<file path="src/rtl/plru_tree_array.sv">
// Per-set tree pseudo-LRU store with registered victim selection
// and a one-set-per-cycle flush sweep.
//
// Ports:
//   clk          rising-edge clock
//   rst          synchronous active-low reset
//   acc_valid    mark acc_way of acc_set most-recently-used
//   acc_set      set index of the update
//   acc_way      way hit or filled
//   vic_req      victim query request
//   vic_set      set index of the query
//   vic_inv_mask 1 = way currently invalid in vic_set
//   vic_valid    vic_way valid, one cycle after vic_req
//   vic_way      selected victim way (holds when vic_valid=0)
//   flush_req    start a sweep clearing every tree
//   busy         flush sweep in progress
module plru_tree_array #(
  parameter int WAYS = 4,
  parameter int SETS = 16
) (
  input  logic                      clk,
  input  logic                      rst,
  input  logic                      acc_valid,
  input  logic [$clog2(SETS)-1:0]   acc_set,
  input  logic [$clog2(WAYS)-1:0]   acc_way,
  input  logic                      vic_req,
  input  logic [$clog2(SETS)-1:0]   vic_set,
  input  logic [WAYS-1:0]           vic_inv_mask,
  output logic                      vic_valid,
  output logic [$clog2(WAYS)-1:0]   vic_way,
  input  logic                      flush_req,
  output logic                      busy
);

  localparam int SW = $clog2(SETS);
  localparam int WW = $clog2(WAYS);
  localparam int NB = WAYS - 1;

  localparam logic [0:0] IDLE  = 1'b0;
  localparam logic [0:0] FLUSH = 1'b1;

  // Heap-ordered tree; a node bit of 1 means its upper half is LRU.
  function automatic logic [NB-1:0] tree_upd(
    input logic [NB-1:0] t,
    input logic [WW-1:0] w
  );
    logic [NB-1:0] r;
    int n;
    r = t;
    n = 0;
    for (int l = 0; l < WW; l++) begin
      r[n] = ~w[WW-1-l];
      n = 2 * n + 1 + int'(w[WW-1-l]);
    end
    return r;
  endfunction

  // Invalid ways win, lowest index first; otherwise follow the tree.
  function automatic logic [WW-1:0] vic_pick(
    input logic [NB-1:0]   t,
    input logic [WAYS-1:0] m
  );
    logic [WW-1:0] v;
    int n;
    v = '0;
    n = 0;
    for (int l = 0; l < WW; l++) begin
      v[WW-1-l] = t[n];
      n = 2 * n + 1 + int'(t[n]);
    end
    if (|m) begin
      for (int i = WAYS - 1; i >= 0; i--) begin
        if (m[i]) v = WW'(i);
      end
    end
    return v;
  endfunction

  logic [NB-1:0] tree_q [SETS];
  logic [0:0]    state_q, state_d;
  logic [SW-1:0] ctr_q, ctr_d;
  logic          vic_valid_q, vic_valid_d;
  logic [WW-1:0] vic_way_q, vic_way_d;

  logic          busy_w;
  logic          acc_ok;
  logic          vic_ok;
  logic [NB-1:0] acc_tree;
  logic [NB-1:0] vic_tree;
  logic          we;
  logic [SW-1:0] wa;
  logic [NB-1:0] wd;

  assign busy_w   = (state_q == FLUSH);
  assign acc_ok   = acc_valid & ~busy_w;
  assign vic_ok   = vic_req & ~busy_w;
  assign acc_tree = tree_upd(tree_q[acc_set], acc_way);

  // Same-set update in this cycle is forwarded into the query.
  assign vic_tree = (acc_ok && (acc_set == vic_set))
                  ? acc_tree : tree_q[vic_set];

  // Single write port: sweep owns it while busy.
  always_comb begin
    we = 1'b0;
    wa = acc_set;
    wd = acc_tree;
    if (busy_w) begin
      we = 1'b1;
      wa = ctr_q;
      wd = '0;
    end else if (acc_ok) begin
      we = 1'b1;
    end
  end

  always_comb begin
    state_d = state_q;
    ctr_d   = ctr_q;
    unique case (state_q)
      IDLE: begin
        if (flush_req) begin
          state_d = FLUSH;
          ctr_d   = '0;
        end
      end
      FLUSH: begin
        ctr_d = ctr_q + SW'(1);
        if (ctr_q == SW'(SETS - 1)) begin
          state_d = IDLE;
          ctr_d   = '0;
        end
      end
      default: begin
        state_d = IDLE;
        ctr_d   = '0;
      end
    endcase
  end

  always_comb begin
    vic_valid_d = vic_ok;
    vic_way_d   = vic_way_q;
    if (vic_ok) vic_way_d = vic_pick(vic_tree, vic_inv_mask);
  end

  always_ff @(posedge clk) begin
    if (!rst) begin
      for (int i = 0; i < SETS; i++) tree_q[i] <= '0;
      state_q     <= IDLE;
      ctr_q       <= '0;
      vic_valid_q <= 1'b0;
      vic_way_q   <= '0;
    end else begin
      if (we) tree_q[wa] <= wd;
      state_q     <= state_d;
      ctr_q       <= ctr_d;
      vic_valid_q <= vic_valid_d;
      vic_way_q   <= vic_way_d;
    end
  end

  assign vic_valid = vic_valid_q;
  assign vic_way   = vic_way_q;
  assign busy      = busy_w;

endmodule

</file>
<file path="config.mk">
export PLATFORM = sky130hd
export DESIGN_NAME = plru_tree_array
export DESIGN_NICKNAME = d
export VERILOG_FILES = /design/src/rtl/plru_tree_array.sv
export SDC_FILE = /design/constraint.sdc
export NUM_CORES = 1
export LEC_CHECK = 0
export ABC_AREA = 1
export BUFFER_PORTS_ARGS = -buffer_cell sky130_fd_sc_hd__buf_4
export CAP_MARGIN = 40
export CELL_PAD_IN_SITES_DETAIL_PLACEMENT = 0
export CELL_PAD_IN_SITES_GLOBAL_PLACEMENT = 1
export CORE_MARGIN = 5
export CORE_UTILIZATION = 30
export DETAILED_ROUTE_END_ITERATION = 12
export PLACE_DENSITY_LB_ADDON = 0.1
export SLEW_MARGIN = 20
export SYNTH_ARGS = -nofsm -noshare
export SYNTH_HDL_FRONTEND = slang
export SYNTH_SLANG_ARGS = --single-unit
export TNS_END_PERCENT = 50
</file>
<file path="constraint.sdc">
create_clock -name clk -period 2 [get_ports clk]
set_input_delay 0.2 -clock clk [delete_from_list [all_inputs] [get_ports clk]]
set_output_delay 0.2 -clock clk [all_outputs]
set_load 0.05 [all_outputs]
</file>
==> out/results.ini <==
[synthesis]
syn_area_per_cell_um2=7.35
synth_cell_type_count=25
synthFlopType=edfxtp_1
ys_ff_latch=56
synth-edff-count=48
syn_area_mm2=0.00342
yosysWarnings=0
syn_nets=486
synth_top_area_share_pct=42.1
synth_cells=466
synth_area_leaders=edfxtp_1 42%, nand2_1 16%, nand3_1 10%
seq_area_frac_synth_pct=46.8
yosysTopAreaCell=edfxtp_1
synth_most_common_cell=nand2_1
synthTopCellsByCount=149 x nand2_1, 69 x nand3_1, 65 x inv_1, 61 x nor2_1, 48 x edfxtp_1
async_reset_ff_share_pct=0

[drt]
antenna_left=0
drt_first_iter_violations=229
route.detailed.drc=0
dr_total_vias=2974
wirelength_um=10400
drt-wirelength-per-cell_um=16.4
first_pass_iters=5
viasPerCell=4.67

[global_route]
grt_pass1_wl_um=16300
grt_max_degree=23
overflow=0
antenna_found_initial=0
grt_pass1_vias=2890
gr-usage-all-layers_pct=16.1

[placement]
gp_congestion=0.835
dp.cells=629
hpwl_um=7890
portBuffers=22
placed_area_mm2=0.00382

[timing]
max_slew_margin_pct=76.9
tightest_slew_ps=342
fmax_ghz=0.548
finalHoldViolCount=0
drv_slew=0
setup_viol=0
post-route-period-util_pct=91.3
finalSetupTns_ps=0
grt_setup_unrepaired=no
period_needed_ps=1830
skew_ps=9.81

[worst_setup_path]
critPathBufInv=3
cp-end-kind=flop
startpoint_type=flop
crit_arrival_ps=1830
cp_cell_sequence=inv_2, buf_4, a21oi_4, inv_2, nor3_4, nand2_1, nand2_1
crit_family=simple AND/OR/NAND/NOR gates
cp_slowest_stage_delay_ps=400
cp_max_fo=7
r2r-start=busy$_SDFF_PN0_
required_ps=2000
crit_type=reg -> reg
cp_slowest_cell=dfxtp_2
cp-startpoint=busy$_SDFF_PN0_

[cts]
hold_buffers=0
cts_root_buf=clkbuf_16
htree_levels=2
cts_buffers=5
cts_setup_buffers=0
clk_pin_slew_worst_paths_ps=70
post_cts_resized=0
insertion_delay_ps=300
cts_tree=yes
cts.sinks=56
clockBufferDepth=2

[final_layout]
finalInstanceArea_mm2=0.00398
areaGrowthSynthToFinish_pct=16.1
stdcell_count=637
drive_above_1_share_pct=13.4
antenna_cells=0
final_nets=513

[hold_path]
hp-start=flush_req
hp-class=in -> reg

[die]
io_pins=23
dieArea_mm2=0.0137
start_util_pct=30.2
core-area_mm2=0.0113
die_x_um=117
placementRows=39
dieHeight_um=117

[power]
p_leak_uw=0.00182
ir_worst_vdd_v=0.000319
p_per_area_mw_per_mm2=711
power_uw=2830

[run]
max_cap_viol_count=0

[outcome]
status=completed

[metal layers]
metal	vias to the layer above	share of wire [%]	GRT usage, %
li1	1529	-	-
met1	1348	46	22.8
met2	91	46	25.0
met3	6	7.3	3.29
met4	0	1.1	4.43
met5	-	0	0
[kinds of logic after synthesis]
kind of cell,share of synthesized area (%)
AND/OR/NAND/NOR,36.1
flip-flops,46.8
XOR/XNOR,0.256
adder cells (fa/ha/maj),0.365
AO/OA/AOI/OAI,5.63
buffers and inverters,10.9
[final timing paths]
check | end | slack (ps) | cells past startpoint
worst max register to register | tree_q[6][2]$_SDFFCE_PN0P_ | 170 | 7
worst min register to register | ctr_q[3]$_SDFFE_PN0P_ | 500 | 2
worst min-delay path | busy$_SDFF_PN0_ | 160 | 3
worst max-delay path | tree_q[6][2]$_SDFFCE_PN0P_ | 170 | 7
[report_power, final]
part           leakage (uW)  total (uW)  internal (uW)  switching [uW]
sequential         0.000563        1350           1320            28.4
combinational       0.00118         576            191             385
clock             0.0000772         900            501             398
total               0.00182        2830           2020             811
[area by class of cell]
cell class | instances | area, um2
inverters | 70 | 263
clock buffers | 6 | 139
flip-flops and latches | 56 | 1600
well taps | 143 | 179
clock inverters | 2 | 13.8
repair buffers | 39 | 330
multi-input cells | 321 | 1450
fillers | 1227 | 7340
[per-stage QoR]
stage	hold slack (ps)	setup WS, ps	utilization (%)
after global routing	176	6.73	35.1
after CTS	145	168	35.1
after detailed placement	458	179	33.8
after global placement	461	197	33.8
final	162	175	35.1
after floorplan	343	177	-
[worst register-to-register path: stages (launching register included)]
cell and delay [ps]:
dfxtp_2 400, inv_2 80, buf_4 180, a21oi_4 170
inv_2 110, nor3_4 280, nand2_1 150, nand2_1 150
[registers in the layout (all words and copies together) (netlist names)]
name / cells
busy: 1
vic_way: 2
vic_valid: 1
tree_q: 48
ctr_q: 4
[cells in the final DEF (no fill, tap or decap), types with 2 or more instances in the layout]
master     instances
nand2_1          149
clkbuf_16          5
o211ai_1           5
buf_12             3
o21ai_0            9
edfxtp_1          48
o21ai_2            3
nand3_1           69
a21oi_1            9
inv_2              5
inv_1             65
or2_1              2
nor2_1            61
a21oi_4            2
buf_4             36
nor3_2             4
nand3_2            2
dfxtp_1            7
Note: power is estimated with default switching activity, not from simulation.
